--- config.mk ---
export PLATFORM = sky130hd
export DESIGN_NAME = cpu_sequencer
export DESIGN_NICKNAME = d
export VERILOG_FILES = /design/src/rtl/cpu_seq_pkg.sv /design/src/rtl/seq_perf_cnt.sv /design/src/rtl/cpu_sequencer.sv
export SDC_FILE = /design/constraint.sdc
export NUM_CORES = 1
export LEC_CHECK = 0
export ABC_AREA = 1
export ABC_CLOCK_PERIOD_IN_PS = 1700
export BUFFER_PORTS_ARGS = -buffer_cell sky130_fd_sc_hd__buf_2
export CORE_AREA = 8 8 59 61
export CTS_CLUSTER_DIAMETER = 50
export DETAILED_ROUTE_END_ITERATION = 8
export DIE_AREA = 0 0 67 69
export PLACE_DENSITY = 0.79
export SLEW_MARGIN = 10
export SYNTH_ARGS = -nofsm -noshare
export SYNTH_HDL_FRONTEND = slang
export SYNTH_SLANG_ARGS = --single-unit
--- constraint.sdc ---
create_clock -name clk -period 1.7 [get_ports clk]
set_clock_uncertainty 0.15 [all_clocks]
set_input_delay 0.255 -clock clk [delete_from_list [all_inputs] [get_ports clk]]
set_output_delay 0.255 -clock clk [all_outputs]
set_load 0.005 [all_outputs]
--- src/rtl/cpu_seq_pkg.sv ---
// Shared definitions for the multi-cycle CPU phase sequencer: state encoding,
// state width and default performance-counter width.
package cpu_seq_pkg;

  localparam int STATE_W   = 3;
  localparam int CNT_W_DEF = 32;

  typedef enum logic [STATE_W-1:0] {
    S_IDLE   = 3'd0,
    S_FETCH  = 3'd1,
    S_DECODE = 3'd2,
    S_EXEC   = 3'd3,
    S_MEM    = 3'd4,
    S_WB     = 3'd5,
    S_HALT   = 3'd6
  } state_e;

endpackage

--- src/rtl/seq_perf_cnt.sv ---
// Saturating performance counter: counts enabled cycles, sticks at all-ones,
// clears only on reset.
module seq_perf_cnt
  import cpu_seq_pkg::*;
#(
  parameter int CNT_W = CNT_W_DEF
) (
  input  logic             clk,
  input  logic             rst_n,
  input  logic             i_inc,
  output logic [CNT_W-1:0] o_cnt
);

  logic [CNT_W-1:0] r_cnt;

  always_ff @(posedge clk or negedge rst_n) begin
    if (!rst_n) begin
      r_cnt <= '0;
    end else if (i_inc && (r_cnt != {CNT_W{1'b1}})) begin
      r_cnt <= r_cnt + {{(CNT_W-1){1'b0}}, 1'b1};
    end
  end

  assign o_cnt = r_cnt;

endmodule

--- src/rtl/cpu_sequencer.sv ---
// Multi-cycle FETCH/DECODE/EXEC/MEM/WB phase controller for the MIPS-subset CPU.
// Performance counters exist only when CPU_SEQ_PERF_CNT_EN is defined.
module cpu_sequencer
  import cpu_seq_pkg::*;
#(
  parameter int CNT_W = CNT_W_DEF
) (
  input  logic             clk,
  input  logic             rst_n,
  input  logic             start,
  input  logic             halt_req,
  input  logic             imem_ready,
  input  logic             dmem_ready,
  input  logic             is_load,
  input  logic             is_store,
  input  logic             is_branch,
  input  logic             reg_wr_req,
  output logic             imem_rd,
  output logic             ir_load,
  output logic             pc_en,
  output logic             dmem_rd,
  output logic             dmem_wr,
  output logic             reg_wr_en,
  output logic             instr_done,
  output logic             busy,
  output logic [STATE_W-1:0] state_o,
  output logic [CNT_W-1:0] cycle_cnt,
  output logic [CNT_W-1:0] instret_cnt
);

  state_e r_state;
  logic   r_mem_ld;
  logic   r_mem_st;
  state_e w_bound_next;
  logic   w_retire;

  assign w_bound_next = halt_req ? S_HALT : S_FETCH;

  // Memory class is captured when leaving EXEC so the MEM strobes are pure
  // state decodes; branch beats memory, load beats store.
  always_ff @(posedge clk or negedge rst_n) begin
    if (!rst_n) begin
      r_state  <= S_IDLE;
      r_mem_ld <= 1'b0;
      r_mem_st <= 1'b0;
    end else begin
      case (r_state)
        S_IDLE:   if (start) r_state <= S_FETCH;
        S_FETCH:  if (imem_ready) r_state <= S_DECODE;
        S_DECODE: r_state <= S_EXEC;
        S_EXEC: begin
          if (is_branch) begin
            r_state <= w_bound_next;
          end else if (is_load || is_store) begin
            r_state  <= S_MEM;
            r_mem_ld <= is_load;
            r_mem_st <= is_store && !is_load;
          end else begin
            r_state <= S_WB;
          end
        end
        S_MEM: begin
          if (dmem_ready) r_state <= r_mem_st ? w_bound_next : S_WB;
        end
        S_WB:     r_state <= w_bound_next;
        S_HALT:   if (start) r_state <= S_FETCH;
        default:  r_state <= S_IDLE;
      endcase
    end
  end

  assign state_o = r_state;
  assign imem_rd = (r_state == S_FETCH);
  assign dmem_rd = (r_state == S_MEM) && r_mem_ld;
  assign dmem_wr = (r_state == S_MEM) && r_mem_st;
  assign busy    = (r_state == S_FETCH) || (r_state == S_DECODE) ||
                   (r_state == S_EXEC)  || (r_state == S_MEM)    ||
                   (r_state == S_WB);

  // Retire cycle doubles as the instruction boundary: the only pc_en of the instruction.
  assign w_retire   = ((r_state == S_EXEC) && is_branch) ||
                      ((r_state == S_MEM) && r_mem_st && dmem_ready) ||
                      (r_state == S_WB);
  assign pc_en      = w_retire;
  assign instr_done = w_retire;
  assign ir_load    = (r_state == S_FETCH) && imem_ready;
  assign reg_wr_en  = (r_state == S_WB) && reg_wr_req;

`ifdef CPU_SEQ_PERF_CNT_EN
  seq_perf_cnt #(.CNT_W(CNT_W)) u_cycle_cnt (
    .clk   (clk),
    .rst_n (rst_n),
    .i_inc (busy),
    .o_cnt (cycle_cnt)
  );

  seq_perf_cnt #(.CNT_W(CNT_W)) u_instret_cnt (
    .clk   (clk),
    .rst_n (rst_n),
    .i_inc (w_retire),
    .o_cnt (instret_cnt)
  );
`else
  assign cycle_cnt   = {CNT_W{1'b0}};
  assign instret_cnt = {CNT_W{1'b0}};
`endif

endmodule

==> results.yml, run 1 <==
status:
  status: "completed"
worst_hold_path:
  hold_class: "in -> reg"
  hold_depth: 4
  hp-start: "is_load"
  hold_end: "r_mem_st$_DFFE_PN0P_"
pwr:
  ir_drop_v: 0.000392
  p_leak_nw: 0.580
  cellPowerDensity_nw_per_um2: 1150
cts:
  cts_root_buffer: "clkbuf_4"
  clkTransAtPathRegs_ns: 0.04
  clockBufferDepth: 2
  h-tree-depth: 1
  cts_buffers: 3
  clock-sinks: 5
  cts_tree: "built"
  clk_latency_ns: 0.24
layout:
  final_cell_area_um2: 880
  most-common-layout-cells: "conb_1, nand2_1, buf_2, nor2_1, nand3_1"
  layout-drive-gt1-share: 0.224
  final_nets: 176
  layout_commonest_cell: "conb_1"
  fillerInstances: 298
  num_antenna_cells: 0
  seq_area_um2: 129
  area_delta_synth_final_pct: -4.48
  multiInputGateArea_um2: 502
global_route:
  grt_use_total: 0.0812
  grt_max_degree: 10
  grt_pass1_vias: 737
  grt_overflow: 0
  grt_pass1_wl_mm: 3.07
  antenna_found_initial: 0
route:
  wire_per_inst_um: 9.99
  route.vias.total: 719
  wirelength_mm: 1.96
  firstDrtPassIters: 4
  drt_iter0_markers: 27
  vias_per_cell: 3.67
  post-route-drc-count: 0
  ant_nets: 0
setup_path:
  crit_path_start_kind: "flop"
  r2r-start: "state_o[2]$_DFFE_PN0P_"
  cp_data_arrival_time_ns: 1.22
  r2r-end: "state_o[2]$_DFFE_PN0P_"
  worst-r2r-cell-count: 8
  regToRegSetupSlack_ns: 0.34
  crit_type: "reg -> out"
  endpoint_kind: "output port"
  crit_required_ns: 1.29
  worstPathMaxFanout: 8
sta:
  holdWs_ns: 0.186
  finalWorstSetupSlack_ns: 0.0728
  hold_viol: 0
  fin_crit_sh: 0.957
  fmax_ghz: 0.615
  drv_slew: 0
  rsz0062_at_grt: "true"
  setup_violations: 0
  final.min_clock_period_ns: 1.63
floorplanning:
  row_count: 19
  core_area_um2: 2620
  io_pins: 85
  die_w_um: 67
  die_h_um: 69
  dieArea_um2: 4620
  initial_core_util: 0.352
yosys:
  ys_types: 15
  yosysTopAreaCellShare: 0.530
  synthTopCellsByArea: "buf_4, dfrtp_1, nand2_1"
  yosysTopAreaCell: "buf_4"
  synth-seq-cells: 5
  ys_warn_count: 0
  seq_area_frac_synth: 0.136
  avgSynthCellArea_um2: 6.58
  mappedNetlistArea_um2: 921
  syn_inst: 140
place:
  gp_congestion: 0.817
  place_area_um2: 811
  dpl.hpwl_mm: 1.77
  io_buffers: 20
  dp_slack_ns: 0.210
run:
  maxCapViolCount: 0
[state kept, by name, indices dropped and copies added, names as in the netlist]
name and cells:
r_mem_ld 1, r_mem_st 1, state_o 3
[critical path: stages, from the launching register on]
cell and delay [ns]:
dfrtp_2 0.46, nor2_2 0.15, nand2_1 0.10, o221ai_2 0.14, buf_2 0.14
[cells in the mapped netlist]
cell and number:
o221ai_1 1, nand4_1 2, inv_1 11, nor2_1 12, inv_2 2, buf_2 1, o21a_1 1, nor2_2 2
buf_4 65, dfrtp_1 5, nand3_1 12, o21ai_0 3, nand2_1 21, conb_1 1, nand3_2 1
[power by group]
group	internal, W	switching [W]	total, W
Sequential	0.000183	0.0000929	0.000276
Combinational	0.000248	0.000355	0.000603
Clock	0.0000886	0.0000461	0.000135
Total	0.000519	0.000494	0.00101
[metal layers]
metal | track usage | part of all wire
met1 | 0.0786 | 0.34
met4 | 0.0674 | 0.022
met5 | 0 | 0
met2 | 0.141 | 0.51
met3 | 0.0145 | 0.13
[worst max-delay path by stage]
stage          depth (start not counted)              startpoint  slack, ns       to
3_5_place_dp                           4  state_o[2]$_DFFE_PN0P_       0.21    pc_en
4_1_cts                                5  state_o[2]$_DFFE_PN0P_      0.009    pc_en
6_report                               4  state_o[1]$_DFFE_PN0P_       0.07    pc_en
2_1_floorplan                          5  state_o[2]$_DFFE_PN0P_       0.16    pc_en
3_3_place_gp                           4  state_o[0]$_DFFE_PN0P_       0.25  dmem_rd
5_1_grt                                4  state_o[1]$_DFFE_PN0P_      -0.04     busy
[what timing repair did]
| action | CTS | global route |
|---|---|---|
| resized for setup | 3 | 4 |
| hold buffers | 1 | 0 |
| buffers inserted | 0 | 2 |
| endpoints found under the hold margin | 5 | 0 |
| endpoints found under the setup margin | 4 | 8 |
[area by class of cell]
class	count	share of cell area
Inverter	13	0.0583
Multi-Input combinational cell	119	0.570
Tap cell	31	0.0441
Timing Repair Buffer	24	0.151
Clock buffer	4	0.0299
Sequential cell	5	0.147
[logic make-up after synthesis]
family / Yosys count / synth area share
AOI/OAI and AO/OA: 5 / 0.0340
buffers and inverters: 79 / 0.588
DFF: 5 / 0.136
other: 1 / 0.00407
and+or+nand+nor: 50 / 0.238
[per-stage QoR]
stage | setup TNS, ns | cells | utilization | total power (W)
after floorplan | 0 | 203 | - | 0.000745
after global placement | 0 | 189 | 0.310 | 0.000816
after detailed placement | 0 | 189 | 0.310 | 0.000826
after CTS | 0 | 194 | 0.328 | 0.000989
after global routing | -0.122 | 196 | 0.336 | 0.00115
final | 0 | 196 | 0.336 | 0.00101
No activity file was read; power rests on OpenSTA's default activity.
==> run 2: changes to the inputs <==
==> constraint.sdc (replaced) <==
create_clock -name clk -period 1.7 [get_ports clk]
set_clock_uncertainty 0.15 [all_clocks]
set_input_delay 0.255 -clock clk [delete_from_list [all_inputs] [get_ports clk]]
set_output_delay 0.255 -clock clk [all_outputs]
set_load 0.02 [all_outputs]
==> results.yml, run 2 (synthesis results as in run 1) <==
route:
  drt_iter0_markers: 30
  post-route-drc-count: 0
  wire_per_inst_um: 11.1
  firstDrtPassIters: 4
  vias_per_cell: 3.70
  ant_nets: 0
  wirelength_mm: 2.23
  route.vias.total: 743
layout:
  area_delta_synth_final_pct: 5.16
  largest_reg_flops: 3
  layout_commonest_cell: "conb_1"
  final_cell_area_um2: 968
  layout-drive-gt1-share: 0.271
  fin_util: 0.370
  fillerInstances: 272
  num_antenna_cells: 0
  most-common-layout-cells: "conb_1, nand2_1, buf_2, nor2_1"
  final_nets: 181
setup_path:
  crit_required_ns: 1.29
  crit_type: "reg -> out"
  crit_path_start_kind: "flop"
  worst-r2r-cell-count: 8
  endpoint_kind: "output port"
  r2r-end: "state_o[0]$_DFFE_PN0P_"
  cp_data_arrival_time_ns: 1.28
  worstPathMaxFanout: 6
  r2r-start: "state_o[2]$_DFFE_PN0P_"
  regToRegSetupSlack_ns: 0.33
global_route:
  grt_max_degree: 10
  grt_use_total: 0.0836
  grt_pass1_vias: 742
  antenna_found_initial: 0
  grt_pass1_wl_mm: 3.10
  grt_overflow: 0
worst_hold_path:
  hold_class: "in -> reg"
  hp-start: "is_load"
  hold_depth: 4
  hold_end: "r_mem_st$_DFFE_PN0P_"
place:
  place_area_um2: 830
  io_buffers: 20
  dpl.hpwl_mm: 1.86
  gp_congestion: 0.831
sta:
  setup_violations: 0
  final.min_clock_period_ns: 1.69
  fmax_ghz: 0.593
  tns_ns: 0
  hold_viol: 0
  drv_slew: 0
  rsz0062_at_grt: "true"
  fin_crit_sh: 0.993
floorplanning:
  io_pins: 85
  row_count: 19
  dieArea_um2: 4620
  die_h_um: 69
  die_w_um: 67
  core_area_um2: 2620
  initial_core_util: 0.352
pwr:
  switching_share: 0.552
  p_leak_nw: 0.612
  switching_power_w: 0.000774
  power.internal_w: 0.000628
  power_frac_seq: 0.191
  ir_drop_v: 0.000662
  p_comb_frac: 0.716
  p_clk_frac: 0.092
  cellPowerDensity_nw_per_um2: 1450
cts:
  clk_latency_ns: 0.23
  cts_root_buffer: "clkbuf_4"
  cts_buffers: 3
  clock-sinks: 5
  cts_tree: "built"
  h-tree-depth: 1
  clockBufferDepth: 2
  clkTransAtPathRegs_ns: 0.04
status:
  status: "completed"
run:
  maxCapViolCount: 0
==> run 2: changes by cell type in the layout (fill, tap and decap cells not counted), sizes merged <==
cell  change
buf       +5
==> run 2: worst max-delay path, cell delays in order, from the launching register on <==
cell      delay, ns
dfrtp_2        0.44
nor2_2         0.16
nand2_2        0.10
o221ai_4       0.20
buf_6          0.15
==> run 2: worst max path at each step <==
stage / slack, ns / cells past startpoint / startpoint / end
2_1_floorplan: 0.007 / 4 / state_o[0]$_DFFE_PN0P_ / pc_en
3_3_place_gp: 0.19 / 4 / state_o[2]$_DFFE_PN0P_ / instr_done
3_5_place_dp: 0.13 / 4 / state_o[2]$_DFFE_PN0P_ / pc_en
4_1_cts: 0.006 / 4 / state_o[1]$_DFFE_PN0P_ / pc_en
5_1_grt: -0.06 / 4 / state_o[1]$_DFFE_PN0P_ / pc_en
6_report: 0.01 / 4 / state_o[1]$_DFFE_PN0P_ / pc_en
==> run 2: power by group through the flow <==
stage	Combinational, W	Sequential [W]	Clock (W)
floorplan	0.000714	0.000270	0
global placement	0.000796	0.000255	0
detailed placement	0.000805	0.000262	0
CTS	0.000892	0.000272	0.000138
global route	0.00109	0.000276	0.000141
finish	0.00100	0.000268	0.000130
==> run 2: metrics by stage <==
stage / power [W] / std cells / setup WS (ns) / hold WS, ns
after CTS: 0.00130 / 198 / 0.00564 / 0.197
after floorplan: 0.000984 / 203 / 0.00741 / -0.191
after global routing: 0.00150 / 201 / -0.0610 / 0.214
final: 0.00140 / 201 / 0.0127 / 0.197
after detailed placement: 0.00107 / 189 / 0.126 / -0.0719
after global placement: 0.00105 / 189 / 0.189 / -0.0780
==> run 2: final cells by class <==
class | instances | area (um^2) | area share
multi-input combinational | 119 | 538 | 0.556
timing repair buffer | 29 | 188 | 0.194
sequential | 5 | 129 | 0.133
inverter | 13 | 48.8 | 0.0504
tap | 31 | 38.8 | 0.0401
clock buffer | 4 | 26.3 | 0.0271
==> run 2: metal layers <==
metal / GRT usage / vias to the layer above / wire [um]
li1: - / 365 / -
met1: 0.0733 / 320 / 701
met2: 0.160 / 54 / 1240
met3: 0.0145 / 4 / 244
met4: 0.0581 / 0 / 44
met5: 0 / - / 0
==> run 2: timing repair <==
item | in CTS | in global routing
hold buffers | 1 | 0
pin swaps | 0 | 2
resized for setup | 7 | 8
buffers inserted | 4 | 3
endpoints found under the hold margin | 5 | 0
endpoints found under the setup margin | 6 | 7
cloned | 0 | 0
==> run 3: changes to the inputs <==
--- a/config.mk
+++ b/config.mk
@@ -12,6 +12,7 @@
 export CTS_CLUSTER_DIAMETER = 50
 export DETAILED_ROUTE_END_ITERATION = 8
 export DIE_AREA = 0 0 67 69
+export MAX_ROUTING_LAYER = met4
 export PLACE_DENSITY = 0.79
 export SLEW_MARGIN = 10
 export SYNTH_ARGS = -nofsm -noshare
==> results.yml, run 3 (synthesis results as in run 1) <==
status:
  status: "completed"
route:
  route.vias.total: 738
  ant_nets: 0
  drt_iter0_markers: 30
  vias_per_cell: 3.67
  wire_per_inst_um: 11.1
  firstDrtPassIters: 4
  post-route-drc-count: 0
  wirelength_mm: 2.23
global_route:
  grt_max_degree: 10
  grt_overflow: 0
  grt_use_total: 0.0858
  antenna_found_initial: 0
  grt_pass1_vias: 742
  grt_pass1_wl_mm: 3.10
cts:
  clk_latency_ns: 0.23
  cts_tree: "built"
  clock-sinks: 5
  cts_buffers: 3
  clkTransAtPathRegs_ns: 0.04
  clockBufferDepth: 2
  h-tree-depth: 1
  cts_root_buffer: "clkbuf_4"
sta:
  rsz0062_at_grt: "true"
  hold_viol: 0
  drv_slew: 0
  fin_crit_sh: 0.993
  fmax_ghz: 0.593
  final.min_clock_period_ns: 1.69
  setup_violations: 0
setup_path:
  cp_data_arrival_time_ns: 1.28
  worstPathMaxFanout: 6
  endpoint_kind: "output port"
  r2r-end: "state_o[0]$_DFFE_PN0P_"
  cpPeakStageDelay_ns: 0.44
  regToRegSetupSlack_ns: 0.33
  startpoint: "state_o[1]$_DFFE_PN0P_"
  crit_type: "reg -> out"
  crit_path_start_kind: "flop"
  crit_buf_inv: 1
  path_delay_family: "flip-flops"
  worst-r2r-cell-count: 8
  r2r-start: "state_o[2]$_DFFE_PN0P_"
  crit_required_ns: 1.29
  cp_cell_sequence: "nor2_2 > nand2_2 > o221ai_4 > buf_6"
  slowest_stage: "dfrtp_2"
place:
  place_area_um2: 830
  io_buffers: 20
  dpl.hpwl_mm: 1.86
  gp_congestion: 0.844
layout:
  layout_commonest_cell: "conb_1"
  most-common-layout-cells: "conb_1, nand2_1, buf_2, nor2_1"
  fillerInstances: 272
  num_antenna_cells: 0
  final_cell_area_um2: 968
  final_nets: 181
  largest_reg_flops: 3
  seq_area_um2: 129
  multiInputGateArea_um2: 538
  area_delta_synth_final_pct: 5.16
  layout-drive-gt1-share: 0.271
pwr:
  fin_total_pwr_w: 0.00140
  cellPowerDensity_nw_per_um2: 1450
  ir_drop_v: 0.000662
  p_leak_nw: 0.612
worst_hold_path:
  hold_class: "in -> reg"
  hp-start: "is_load"
  hold_end: "r_mem_st$_DFFE_PN0P_"
  hold_depth: 4
floorplanning:
  core_area_um2: 2620
  die_w_um: 67
  row_count: 19
  dieArea_um2: 4620
  die_h_um: 69
  io_pins: 85
  initial_core_util: 0.352
run:
  maxCapViolCount: 0
-- run 3: cell counts in the layout (fill, tap and decap cells not counted) --
Identical to the previous run, type by type.
-- run 3: worst min-delay path, stage by stage --
cell and delay, ns:
buf_2 0.10, inv_1 0.04, nand2_1 0.06, o21ai_0 0.08
-- run 3: how the worst max path moves through the flow --
stage / slack (ns) / endpoint / depth (start not counted)
after floorplan: 0.007 / pc_en / 4
after global placement: 0.19 / instr_done / 4
after detailed placement: 0.13 / pc_en / 4
after CTS: 0.006 / pc_en / 4
after global routing: -0.06 / pc_en / 4
final: 0.01 / pc_en / 4
-- run 3: layer usage --
layer  vias to the layer above  part of all wire  GRT usage
met5                         -                 0          -
met4                         0             0.010     0.0581
met3                         2              0.10     0.0129
met2                        52              0.57      0.160
met1                       319              0.32     0.0742
li1                        365                 -          -
-- run 3: report_power, final --
part           switching [W]  internal, W  total (W)  leakage (nW)
logic               0.000648     0.000356    0.00100         0.540
registers          0.0000850     0.000183   0.000268        0.0571
clock network      0.0000416    0.0000883   0.000130        0.0150
-- run 3: cell type report --
| cell class | count | area share |
|---|---|---|
| clock buffer | 4 | 0.0271 |
| multi-input combinational | 119 | 0.556 |
| sequential | 5 | 0.133 |
| tap | 31 | 0.0401 |
| inverter | 13 | 0.0504 |
| timing repair buffer | 29 | 0.194 |
-- run 3: per-stage QoR --
| stage | util | instances | setup TNS, ns | setup WS [ns] | hold WS, ns |
|---|---|---|---|---|---|
| final | 0.370 | 201 | 0 | 0.0123 | 0.196 |
| after floorplan | - | 203 | 0 | 0.00741 | -0.191 |
| after global routing | 0.370 | 201 | -0.143 | -0.0610 | 0.214 |
| after CTS | 0.350 | 198 | 0 | 0.00564 | 0.197 |
| after detailed placement | 0.317 | 189 | 0 | 0.126 | -0.0719 |
| after global placement | 0.317 | 189 | 0 | 0.189 | -0.0780 |
-- run 3: repair_timing --
item / in CTS / in global routing
hold buffers: 1 / 0
gates resized for setup: 7 / 8
hold endpoints to repair: 5 / 0
setup buffers: 4 / 3
endpoints found under the setup margin: 6 / 7
pin swaps: 0 / 2
